[src/rtl/seg_scan_ctrl.sv]
// rtl/seg_scan_ctrl.sv - multiplexed common-anode 7-segment scan controller with frame-boundary value commit
// Optional build macro: SEG_LEADING_ZERO_BLANK_EN (suppress leading-zero digits).
module seg_scan_ctrl #(
    parameter int N_DIGITS     = 4,
    parameter int REFRESH_DIV  = 100000,
    parameter int BLANK_CYCLES = 2,
    parameter int DEC_LAT      = 2
) (
    input  logic                    clk,
    input  logic                    rst_n,
    input  logic                    load_valid,
    input  logic [4*N_DIGITS-1:0]   load_data,
    output logic                    load_ready,
    output logic [3:0]              dig_out,
    output logic [N_DIGITS-1:0]     an_out,
    output logic                    frame_done
);
    localparam int CNT_MAX = (REFRESH_DIV > BLANK_CYCLES) ? REFRESH_DIV : BLANK_CYCLES;
    localparam int CW      = $clog2(CNT_MAX + 1);
    localparam int IW      = (N_DIGITS > 1) ? $clog2(N_DIGITS) : 1;
    localparam logic [CW-1:0] BLANK_LAST = CW'(BLANK_CYCLES - 1);
    localparam logic [CW-1:0] DRIVE_LAST = CW'(REFRESH_DIV - 1);
    localparam logic [IW-1:0] IDX_LAST   = IW'(N_DIGITS - 1);

    typedef enum logic {ST_BLANK, ST_DRIVE} state_t;

    state_t                            state;
    logic [CW-1:0]                     cnt;
    logic [IW-1:0]                     idx;
    logic [4*N_DIGITS-1:0]             active;
    logic [4*N_DIGITS-1:0]             pend_val;
    logic                              pending;
    logic [N_DIGITS-1:0]               an_raw;
    logic [DEC_LAT-1:0][N_DIGITS-1:0]  an_pipe;
    logic [N_DIGITS-1:0]               an_drive;
    logic                              lz_blank;

    always_comb begin
        an_drive      = '1;
        an_drive[idx] = 1'b0;
    end

`ifdef SEG_LEADING_ZERO_BLANK_EN
    logic [4*N_DIGITS-1:0] upper;
    // Current digit and everything above it are zero; digit 0 is never suppressed.
    assign upper    = active >> {idx, 2'b00};
    assign lz_blank = (idx != '0) && (upper == '0);
`else
    assign lz_blank = 1'b0;
`endif

    assign an_out = an_pipe[DEC_LAT-1];

    always_ff @(posedge clk) begin
        if (!rst_n) begin
            state      <= ST_BLANK;
            cnt        <= '0;
            idx        <= '0;
            active     <= '0;
            pend_val   <= '0;
            pending    <= 1'b0;
            load_ready <= 1'b1;
            frame_done <= 1'b0;
            dig_out    <= 4'h0;
            an_raw     <= '1;
            an_pipe    <= '1;
        end else begin
            frame_done <= 1'b0;
            case (state)
                ST_BLANK: begin
                    if (cnt == BLANK_LAST) begin
                        state      <= ST_DRIVE;
                        cnt        <= '0;
                        frame_done <= (idx == IDX_LAST) && (DRIVE_LAST == '0);
                    end else begin
                        cnt <= cnt + CW'(1);
                    end
                end
                default: begin
                    if (cnt == DRIVE_LAST) begin
                        state <= ST_BLANK;
                        cnt   <= '0;
                        idx   <= (idx == IDX_LAST) ? '0 : idx + IW'(1);
                    end else begin
                        cnt        <= cnt + CW'(1);
                        // Registered pulse: raise it for the cycle that will be the frame's last.
                        frame_done <= (idx == IDX_LAST) && (cnt + CW'(1) == DRIVE_LAST);
                    end
                end
            endcase

            // pending and load_ready are mutually exclusive, so commit and accept never coincide.
            if (frame_done && pending) begin
                active     <= pend_val;
                pending    <= 1'b0;
                load_ready <= 1'b1;
            end else if (load_valid && load_ready) begin
                pend_val   <= load_data;
                pending    <= 1'b1;
                load_ready <= 1'b0;
            end

            dig_out    <= active[{idx, 2'b00} +: 4];
            an_raw     <= (state == ST_DRIVE && !lz_blank) ? an_drive : '1;
            an_pipe[0] <= an_raw;
            for (int i = 1; i < DEC_LAT; i++) begin
                an_pipe[i] <= an_pipe[i-1];
            end
        end
    end
endmodule

[config.mk]
export PLATFORM = sky130hd
export DESIGN_NAME = seg_scan_ctrl
export DESIGN_NICKNAME = d
export VERILOG_FILES = /design/src/rtl/seg_scan_ctrl.sv
export SDC_FILE = /design/constraint.sdc
export NUM_CORES = 1
export LEC_CHECK = 0
export CORE_ASPECT_RATIO = 0.75
export CORE_MARGIN = 3
export CORE_UTILIZATION = 56
export DETAILED_ROUTE_END_ITERATION = 16
export GPL_ROUTABILITY_DRIVEN = 0
export PLACE_DENSITY = 0.78
export REMOVE_ABC_BUFFERS = 1
export SLEW_MARGIN = 20
export SYNTH_ARGS = -nofsm -noshare
export SYNTH_HDL_FRONTEND = slang
export SYNTH_SLANG_ARGS = --single-unit
export TNS_END_PERCENT = 1
[constraint.sdc]
create_clock -name clk -period 2.3 [get_ports clk]
set_input_delay 0.46 -clock clk [delete_from_list [all_inputs] [get_ports clk]]
set_output_delay 0.46 -clock clk [all_outputs]
set_load 0.05 [all_outputs]
Yosys cells after proc, flatten, opt, wreduce, memory -nomap -nowiden. Cells that the tools add are included.

Bits in registers: 71. Input port bits: 19. Output and inout port bits: 10. Logic and storage cells: 43.

$add $sub $neg: 2. Magnitude comparators: 2. Eq/ne operators: 4. Shift-type cells: 1. Multiplexer cells: 9. Bitwise gates (word level): 4. Reduce and logical (&&, ||, !) cells: 9.

Operator list (count): 17-bit two-way mux (3); 17-bit equality test, second input constant (2); 17-bit by 1-bit adder with 17-bit output, second input constant (1); 17-bit by 1-bit equality test with 1-bit output, second input constant (1); 16-bit by 5-bit variable part select with 4-bit output (1); 2-bit AND reduction (3); 1-bit logical AND (4); 1-bit two-way mux (4); 4-bit inverter (1); 2-bit by 3-bit < comparator with 1-bit output, second input constant (1); 1-bit inverter (3); 3-bit OR reduction (1); 2-bit by 1-bit adder with 2-bit output, second input constant (1); 1-bit demux with 2-bit select (1); 2-bit equality test, second input constant (1); 2-bit by 1-bit greater-or-equal comparator with 1-bit output, second input constant (1); 2-bit two-way mux (1); 2-bit OR reduction (1).

Depth between registers and ports, before layout.
Depth after elaboration: 5. Gate-level depth with buffers: 8. Mapped depth without buffers: 6.

Worst setup path before layout. Ideal clock, no wire load.

Kind: reg-to-reg. Start: register cnt[0]. End: register idx[0]. Arrival: 1.861 ns. Required time: 2.230 ns. Setup slack: 0.369 ns. Cell stages (with the launch flop): 8. Buffers on the path: 1. Cells stage by stage: dfxtp_1 ha_1 buf_2 nand3_2 nor4_2 nand3_4 or3_1 a21boi_1.

Word-level cells in the longest chain between the ends: 2.

RTL lines: start: declaration (RTL line 28) `logic [CW-1:0] cnt;`; start signal: assignment (RTL line 76) `cnt <= cnt + CW'(1);`; start signal: assignment (RTL line 85) `cnt <= cnt + CW'(1);`; 17-bit equality test (RTL line 80) `if (cnt == DRIVE_LAST) begin`; 2-bit AND reduction (no source line); end signal: assignment (RTL line 83) `idx <= (idx == IDX_LAST) ? '0 : idx + IW'(1);`; end: declaration (RTL line 29) `logic [IW-1:0] idx;`.

Every way passes these cells. A chain may end at the register's enable or synchronous reset.

Final worst setup path.
Start: register frame_done. End: output port frame_done.

RTL lines: start: declaration (RTL line 16) `output logic frame_done`; start signal: assignment (RTL line 74) `frame_done <= (idx == IDX_LAST) && (DRIVE_LAST == '0);`; start signal: assignment (RTL line 87) `frame_done <= (idx == IDX_LAST) && (cnt + CW'(1) == DRIVE_LAST);`.

No word-level cell between the ends.

==> impl_table.tex <==
\begin{tabular}{lr}
\hline
Metric & Value \\
\hline
\multicolumn{2}{l}{\textbf{Route}} \\
\quad Final Routed Wirelength & 5790 µm \\
\quad Count of TritonRoute iterations in the first routing pass & 4 \\
\quad Vias post-DR & 2,252 \\
\quad DRC violation count after routing & 0 \\
\quad Wire length per cell & 13.2 µm \\
\quad Antenna-violating nets left & 0 \\
\quad Drt initial violations & 118 \\
\quad Vias per cell & 5.14 \\
\multicolumn{2}{l}{\textbf{Synthesis}} \\
\quad Post-synth top flop & dfxtp\_1 \\
\quad Xor-xnor portion of the synthesized cell area & 4.92\% \\
\quad Register bit count reported by yosys & 71 \\
\quad Portion of netlist area occupied by mux cells & 4.34\% \\
\quad Per-instance average area after synthesis & 9.07 µm² \\
\quad Largest family of logic cells by synthesized area & simple AND/OR/NAND/NOR gates \\
\quad Post-Synth Adder-Cell Area & 2.89\% \\
\quad Netlist area before placement & 0.00303 mm² \\
\quad Simple-Gate Fraction of Synth Area & 25.5\% \\
\quad Cell type contributing the most total cell area after synthesis & dfxtp\_1 \\
\quad Share of the synthesized area in the top cell type & 46.9\% \\
\quad Post-synthesis compound-gate area fraction & 10.5\% \\
\quad Count of warnings emitted by yosys & 0 \\
\quad Synth area leaders & dfxtp\_1, nand2\_1, a21boi\_0 \\
\quad Part of the Yosys area used for sequential elements & 46.9\% \\
\quad Synthesized instance count & 334 \\
\quad Unique masters post-synth & 43 \\
\quad Number of synthesized flops with an enable pin & 0 \\
\quad Async set or reset register ratio after synthesis & 0\% \\
\multicolumn{2}{l}{\textbf{Worst setup path}} \\
\quad Worst Path Required & 1840 ps \\
\quad CP Max Fanout & 4 \\
\quad Start-to-end type of the worst setup path & flip-flop to output pin \\
\quad Delay of the slowest critical-path stage & 830 ps \\
\quad Critical path startpoint category & flip-flop \\
\quad Critical path depth in cells & 1 \\
\quad Arrival time at the worst endpoint & 1550 ps \\
\quad Cells on worst reg2reg path & 5 \\
\quad Worst-path cell with the longest stage delay & clkdlybuf4s50\_1 \\
\quad Kind of capture point of the worst setup path & output pin \\
\quad Cell type group with the largest total delay on the critical path & buffers and inverters \\
\quad Number of buffers and inverters on the critical path & 1 \\
\quad Cells along the critical path & clkdlybuf4s50\_1 \\
\multicolumn{2}{l}{\textbf{Floorplan}} \\
\quad Placeable core region & 0.00506 mm² \\
\quad Area of the die & 0.00634 mm² \\
\quad Die X-Extent & 90.9 µm \\
\quad Row count & 22 \\
\quad IO Count & 29 \\
\quad Effective utilization at floorplan & 59.8\% \\
\quad Y dimension of the die & 69.7 µm \\
\multicolumn{2}{l}{\textbf{Worst hold path}} \\
\quad Worst hold path class & flip-flop to flip-flop \\
\quad Hold-critical path depth & 1 \\
\multicolumn{2}{l}{\textbf{Global routing}} \\
\quad Antenna violations before repair & 0 \\
\quad Total congestion overflow after global routing & 0 \\
\quad Number of global-route vias before repair & 2,176 \\
\quad Global-route usage over all layers & 19.7\% \\
\quad Maximum number of pins on one net before global-route repair & 53 \\
\quad First-pass GRT wire length & 10,000 µm \\
\multicolumn{2}{l}{\textbf{CTS}} \\
\quad Setup bufs post-CTS & 0 \\
\quad Worst-Skew Late Latency & 350 ps \\
\quad Maximum count of clock buffers along a single path & 2 \\
\quad TritonCTS clock tree & done \\
\quad H-tree levels & 3 \\
\quad Number of sinks on the clock net & 71 \\
\quad Post-CTS Resized & 0 \\
\quad Hold buffers post-CTS & 0 \\
\quad Clock buffers created by TritonCTS & 9 \\
\quad Clock slew at the register clock pins of the worst setup and hold paths & 70 ps \\
\quad Root buf cell & clkbuf\_8 \\
\multicolumn{2}{l}{\textbf{Timing}} \\
\quad Least-Margin Pin Slew & 553 ps \\
\quad Final Hold Viols & 0 \\
\quad Hold Slack & 407 ps \\
\quad Crit share post-route & 87.4\% \\
\quad Worst-case headroom to the max-slew limit & 62.9\% \\
\quad RSZ-0062 raised after global routing & false \\
\quad Max frequency & 497 MHz \\
\quad Final Worst Setup Slack & 290 ps \\
\quad Final setup violation count & 0 \\
\quad Number of max-slew violations in the final report & 0 \\
\quad Worst-case clock skew & 6.05 ps \\
\quad Summed negative setup slack over all endpoints & 0 ps \\
\quad Post-route minimum period & 2010 ps \\
\multicolumn{2}{l}{\textbf{Job}} \\
\quad Max Cap Violations & 0 \\
\multicolumn{2}{l}{\textbf{Placement}} \\
\quad Placed Instance Area & 0.00337 mm² \\
\quad Input/output buffers & 28 \\
\quad Post-place setup slack & 104 ps \\
\quad HPWL after detailed placement & 3810 µm \\
\multicolumn{2}{l}{\textbf{Pwr}} \\
\quad Total leakage power & 1.28 nW \\
\quad Maximum resistive drop on vdd & 491 µV \\
\quad Ratio of total power to cell area & 738 mW/mm² \\
\quad Overall power consumption & 2.66 mW \\
\multicolumn{2}{l}{\textbf{Final layout}} \\
\quad Area growth, synth to finish & 19.1\% \\
\quad Final Cell Area & 0.00361 mm² \\
\quad Most common cell after layout, fill and taps aside & nand2\_1 \\
\quad Total number of nets in the final design & 387 \\
\quad Antenna cell count & 0 \\
\quad Fraction of layout instances using a drive strength above 1 & 10.9\% \\
\quad Commonest non-fill, non-tap cells in the layout & nand2\_1, dfxtp\_1, a21boi\_0 \\
\multicolumn{2}{l}{\textbf{Run status}} \\
\quad Run status & finished clean \\
\hline
\end{tabular}
[synthesized netlist by cell type (all sizes together) (2+ instances only)]
cell	n
nor4b	2
nand2	82
inv	7
ha	7
nor3	4
nor2b	2
dfxtp	71
nor2	22
nand4	5
a21oi	2
and2	6
mux4	4
clkbuf	14
mux2i	3
nand3	11
nor4	7
nand2b	9
xnor2	10
xor2	7
or3	2
a21boi	34
o21ai	2
buf	9
[state kept, by name, summed over array words and instances, names as in the netlist]
register    flops
active         16
an_out          4
an_pipe         4
an_raw          4
cnt            17
dig_out         4
frame_done      1
idx             2
load_ready      1
pend_val       16
pending         1
state           1
[per-stage QoR]
step	utilization [%]	cells
finish	71.2	438
global route	71.2	438
CTS	71.2	438
detailed placement	66.6	422
global placement	66.6	422
floorplan	-	311
[layer usage]
| layer | global-route usage [%] | part of all wire [%] | up-vias |
|---|---|---|---|
| met3 | 6.07 | 4.7 | 10 |
| met4 | 8.70 | 1.6 | 0 |
| li1 | - | - | 1160 |
| met1 | 26.0 | 51 | 1042 |
| met5 | 0 | 0 | - |
| met2 | 29.6 | 43 | 40 |
[area by class of cell]
| type | instances | area [µm²] |
|---|---|---|
| Clock buffer | 10 | 128 |
| Clock inverter | 6 | 109 |
| Fill cell | 404 | 1460 |
| Inverter | 7 | 26.3 |
| Multi-Input combinational cell | 233 | 1460 |
| Sequential cell | 71 | 1420 |
| Tap cell | 72 | 90.1 |
| Timing Repair Buffer | 39 | 375 |
[cells by family (layout without fill, tap and decap cells)]
| group | after synthesis | in the layout |
|---|---|---|
| buffers and inverters | 30 | 62 |
| xor gates and xnor gates | 17 | 17 |
| and+or+nand+nor | 158 | 158 |
| muxes | 8 | 8 |
| DFF | 71 | 71 |
| AOI/OAI and AO/OA | 43 | 43 |
| adders and majority gates | 7 | 7 |
[report_power, final]
group          switching [mW]  internal, mW
Clock                   0.460         0.719
Sequential             0.0353          1.26
Combinational          0.0905        0.0950
[path summary, 6_finish.rpt]
path,start,endpoint,slack (ps)
max,frame_done,frame_done,290
min reg2reg,an_raw[0],an_pipe[0],410
max reg2reg,cnt[4],frame_done,350
min,an_raw[0],an_pipe[0],410
(Power assumes the default switching activity.)
